### src/rtl/mem_port_arbiter.sv
// mem_port_arbiter: shares one memory port between fetch and data stages.
// Define ARB_RR_EN for round-robin arbitration; default is data-first.
module mem_port_arbiter #(
    parameter int AW      = 32,
    parameter int DW      = 32,
    parameter int MEM_LAT = 1
) (
    input  logic          clk,
    input  logic          reset,
    input  logic          if_req,
    input  logic [AW-1:0] if_addr,
    output logic [DW-1:0] if_rdata,
    output logic          if_done,
    input  logic          d_req,
    input  logic          d_wr,
    input  logic [AW-1:0] d_addr,
    input  logic [DW-1:0] d_wdata,
    output logic [DW-1:0] d_rdata,
    output logic          d_done,
    output logic          mem_en,
    output logic          mem_rd,
    output logic          mem_wr,
    output logic [AW-1:0] mem_addr,
    output logic [DW-1:0] mem_wdata,
    input  logic [DW-1:0] mem_rdata,
    output logic          busy,
    output logic          owner
);

    typedef enum logic [2:0] {
        S_IDLE,
        S_ISSUE,
        S_WAIT,
        S_CAPTURE,
        S_DONE
    } state_t;

    localparam logic [3:0] LAT_M1 = 4'(MEM_LAT - 1);

    state_t        r_state;
    state_t        w_next;
    logic [3:0]    r_cnt;
    logic          r_owner;
    logic          r_wr;
    logic [AW-1:0] r_addr;
    logic [DW-1:0] r_wdata;
    logic [DW-1:0] r_if_rdata;
    logic [DW-1:0] r_d_rdata;
    logic          r_if_done;
    logic          r_d_done;
    logic          w_any_req;
    logic          w_grant_d;

    assign w_any_req = if_req | d_req;

`ifdef ARB_RR_EN
    logic r_last;

    // Grant data unless fetch also asks and data was granted last.
    always_comb begin
        w_grant_d = d_req & (~if_req | ~r_last);
    end

    // Remember who won the most recent grant.
    always_ff @(posedge clk or negedge reset) begin
        if (!reset) begin
            r_last <= 1'b0;
        end else if (r_state == S_IDLE && w_any_req) begin
            r_last <= w_grant_d;
        end
    end
`else
    // Data requests always beat fetch.
    always_comb begin
        w_grant_d = d_req;
    end
`endif

    // State register.
    always_ff @(posedge clk or negedge reset) begin
        if (!reset) begin
            r_state <= S_IDLE;
        end else begin
            r_state <= w_next;
        end
    end

    // Next-state logic.
    always_comb begin
        w_next = r_state;
        unique case (r_state)
            S_IDLE: begin
                if (w_any_req) w_next = S_ISSUE;
            end
            S_ISSUE: begin
                if (MEM_LAT == 1) w_next = S_CAPTURE;
                else              w_next = S_WAIT;
            end
            S_WAIT: begin
                if (r_cnt == 4'd1) w_next = S_CAPTURE;
            end
            S_CAPTURE: w_next = S_DONE;
            S_DONE:    w_next = S_IDLE;
            default:   w_next = S_IDLE;
        endcase
    end

    // Request latch, latency counter, read capture and done pulses.
    always_ff @(posedge clk or negedge reset) begin
        if (!reset) begin
            r_cnt      <= 4'd0;
            r_owner    <= 1'b0;
            r_wr       <= 1'b0;
            r_addr     <= '0;
            r_wdata    <= '0;
            r_if_rdata <= '0;
            r_d_rdata  <= '0;
            r_if_done  <= 1'b0;
            r_d_done   <= 1'b0;
        end else begin
            if (r_state == S_IDLE && w_any_req) begin
                r_owner <= w_grant_d;
                r_wr    <= w_grant_d & d_wr;
                r_addr  <= w_grant_d ? d_addr : if_addr;
                r_wdata <= d_wdata;
            end
            if (r_state == S_ISSUE) begin
                r_cnt <= LAT_M1;
            end else if (r_state == S_WAIT) begin
                r_cnt <= r_cnt - 4'd1;
            end
            if (r_state == S_CAPTURE && !r_wr) begin
                if (r_owner) r_d_rdata  <= mem_rdata;
                else         r_if_rdata <= mem_rdata;
            end
            r_if_done <= (r_state == S_CAPTURE) & ~r_owner;
            r_d_done  <= (r_state == S_CAPTURE) & r_owner;
        end
    end

    assign mem_en    = (r_state == S_ISSUE);
    assign mem_rd    = mem_en & ~r_wr;
    assign mem_wr    = mem_en & r_wr;
    assign mem_addr  = r_addr;
    assign mem_wdata = r_wdata;
    assign if_rdata  = r_if_rdata;
    assign d_rdata   = r_d_rdata;
    assign if_done   = r_if_done;
    assign d_done    = r_d_done;
    assign busy      = (r_state != S_IDLE);
    assign owner     = r_owner;

endmodule

### config.mk
export PLATFORM = sky130hd
export DESIGN_NAME = mem_port_arbiter
export DESIGN_NICKNAME = d
export VERILOG_FILES = /design/src/rtl/mem_port_arbiter.sv
export SDC_FILE = /design/constraint.sdc
export NUM_CORES = 1
export LEC_CHECK = 0
export ABC_AREA = 1
export CORE_ASPECT_RATIO = 1.1
export CORE_UTILIZATION = 42
export DETAILED_ROUTE_END_ITERATION = 8
export PLACE_DENSITY = 0.8
export REMOVE_ABC_BUFFERS = 1
export SYNTH_ARGS = -nofsm -noshare
export SYNTH_HDL_FRONTEND = slang
export SYNTH_SLANG_ARGS = --single-unit
### constraint.sdc
create_clock -name clk -period 1.5 [get_ports clk]
set_input_delay 0.3 -clock clk [delete_from_list [all_inputs] [get_ports clk]]
set_output_delay 0.3 -clock clk [all_outputs]
set_load 0.005 [all_outputs]
==> flow_summary_export.csv <==
group,metric,value,unit
detailed_routing,viasPerCell,5.14,
logic_synthesis,ys.flop_type,"dfrtp_1",
timing,fin_crit_sh,1.13,
floorplanning,die_area,0.0151,sq mm
floorplanning,fp-row-count,45,
job,max-cap-violations,0,
logic_synthesis,synth-edff-count,0,
clocking,clk_latency,410,ps
detailed_routing,ant_nets,0,
floorplanning,start_util,0.438,
setup_path,crit_start,"r_state[1]",
grt,grt_max_degree,66,
logic_synthesis,ys_top_cells_by_count,"308 x nand2_1, 139 x dfrtp_1, 73 x nand3_1",
timing,min_period,1690,ps
power_and_ir_drop,finalPower,21.1,mW
setup_path,startpoint_type,"flop",
timing,fmax,592,MHz
logic_synthesis,synth.area.top_cells,"dfrtp_1 57%, nand2_1 19%, nand4_1 6.5%",
detailed_routing,drc,0,
floorplanning,die_y,129,um
placement,place_hpwl,12500,um
clocking,tritoncts,"yes",
layout,num_antenna_cells,0,
detailed_routing,vias,6352,
power_and_ir_drop,p_per_area,2070,mW/mm^2
grt,grt_pass1_wl,29100,um
floorplanning,ios,268,
setup_path,r2r_start,"r_state[1]",
logic_synthesis,avgSynthCellArea,8.36,sq um
detailed_routing,routed_wl,21100,um
setup_path,cp.arrival,1390,ps
timing,hold_viol_final,0,
timing,setup_ws,-190,ps
clocking,cts_buffer_depth,2,
layout,final_nets,1171,
logic_synthesis,yosysSeqAreaShare,0.567,
hold_path,hold_path.class,"input pin to async pin",
timing,rsz0062_at_grt,"yes",
outcome,status,"finished with violations",
floorplanning,die_w,117,um
logic_synthesis,syn-cell-area,0.00614,sq mm
logic_synthesis,netlist_instances,734,
detailed_routing,wl_per_cell,17.1,um
logic_synthesis,synth_cell_types,18,
power_and_ir_drop,leakage,5.35,nW
clocking,numClockSinks,139,
floorplanning,core,0.0140,sq mm
clocking,cts.htree.levels,4,
setup_path,cp-end-kind,"output port",
grt,first_global_vias,5767,
clocking,cts_root_buffer,"clkbuf_16",
clocking,clk_pin_slew,60,ps
layout,fillers,1068,
timing,clock_skew,9.61,ps
layout,drive_gt1_frac,0.119,
layout,final_core_util,0.726,
timing,max_slew_margin,0.771,
detailed_routing,first_pass_iters,5,
logic_synthesis,yosys.area.top_type,"dfrtp_1",
timing,maxSlewViolCount,0,
timing,setup_viol,69,
placement,port_buffers,267,
grt,track_usage,0.253,
placement,gp_congestion,0.789,
clocking,numCtsBuffers,17,
logic_synthesis,synth_most_common_cell,"nand2_1",
logic_synthesis,synth_top_cell_area_share,0.567,
logic_synthesis,async_flop_share,1.00,
outcome,failed_checks,"negative setup slack",
logic_synthesis,ys_ff_latch,139,
power_and_ir_drop,max-vdd-ir-drop,1.01,mV
detailed_routing,dr.first_iter.drc_count,544,
setup_path,critPathKind,"flop to output port",
setup_path,path_max_fanout,3,
grt,antenna_found_initial,0,
timing,tightest_slew,344,ps
logic_synthesis,yosysWarningCount,0,
grt,grt.overflow.total,0,
layout,area.growth.synth_to_final,65.9,%
setup_path,critical_path_required,1200,ps
## cell type report
type	count	area, sq um	share of cell area
sequential	139	3480	0.342
timing repair buffer	338	3420	0.336
multi-input combinational	496	2260	0.222
clock buffer	19	443	0.0435
tap	188	235	0.0231
clock inverter	11	171	0.0168
inverter	44	170	0.0167
## critical path: stages (launching register included)
cell,delay (ps)
dfrtp_1,420
nor2_2,160
nand2_2,100
buf_6,130
nor2_1,70
buf_2,110
## final timing paths
| path | end | cells after the start | slack [ps] |
|---|---|---|---|
| max | mem_wr | 5 | -190 |
| max in group asynchronous | mem_addr[30] | 3 | 580 |
| min reg2reg | mem_wdata[29] | 2 | 460 |
| min | if_rdata[28] | 2 | 340 |
| min in group clk | r_wr | 4 | 390 |
| max reg2reg | d_rdata[20] | 9 | -180 |
## sequential cells by signal (all words and copies together) (netlist names)
register and flops:
d_done 1, mem_addr 32, owner 1, d_rdata 32, if_done 1, mem_wdata 32
r_state 3, r_cnt 4, if_rdata 32, r_wr 1
## metrics by stage
stage	setup WS, ps	cells	area (sq um)	hold slack (ps)	TNS, ps
global placement	-37.4	1159	9080	206	-75.3
global route	-261	1235	10200	367	-8400
finish	-190	1235	10200	345	-4000
detailed placement	-76.0	1159	9080	209	-334
CTS	-144	1212	9720	347	-1090
floorplan	-1070	679	5840	4.41	-131190
## cell usage in the layout, fill, tap and decap left out, types with 2 or more instances in the layout
master,count
inv_4,2
buf_4,36
inv_2,5
nand2_4,2
clkinv_4,3
nand4_1,64
buf_2,4
nor2_1,5
nand3_1,71
clkinv_2,2
clkinvlp_4,2
o21ai_0,35
clkbuf_16,25
dfrtp_1,139
buf_12,15
inv_1,36
ha_1,2
nor2_4,3
clkdlybuf4s50_1,130
nand2_1,305
bufinv_16,4
nor2_2,4
buf_6,11
dlygate4sd2_1,131
## per-layer routing
layer	GRT usage	vias to the layer above	routed length, um
met5	0	-	0
met2	0.412	347	10400
met1	0.308	2972	7970
li1	-	2983	-
met4	0.0931	0	585
met3	0.0881	50	2210
## cell families (layout without fill, tap and decap cells)
logic type / count (synthesis) / count (layout) / share of synthesized area
AO/OA/AOI/OAI: 35 / 35 / 0.0285
XOR/XNOR: 1 / 1 / 0.00143
adder cells (fa/ha/maj): 2 / 2 / 0.00408
buffers and inverters: 99 / 412 / 0.0750
flip-flops: 139 / 139 / 0.567
AND/OR/NAND/NOR: 458 / 458 / 0.324
## repair_timing
action,CTS,global route
pin swaps,4,57
resized for setup,159,30
cloned,0,11
hold endpoints to repair,28,0
setup buffers,22,12
endpoints found under the setup margin,184,136
hold buffers,1,0
## power breakdown
part           switching (mW)  total (mW)  internal, mW  leakage, nW
clock                    1.60        4.41          2.81        0.295
combinational            5.14        10.1          4.98         3.34
sequential              0.963        6.55          5.58         1.72
No activity file was read; power rests on OpenSTA's default activity.
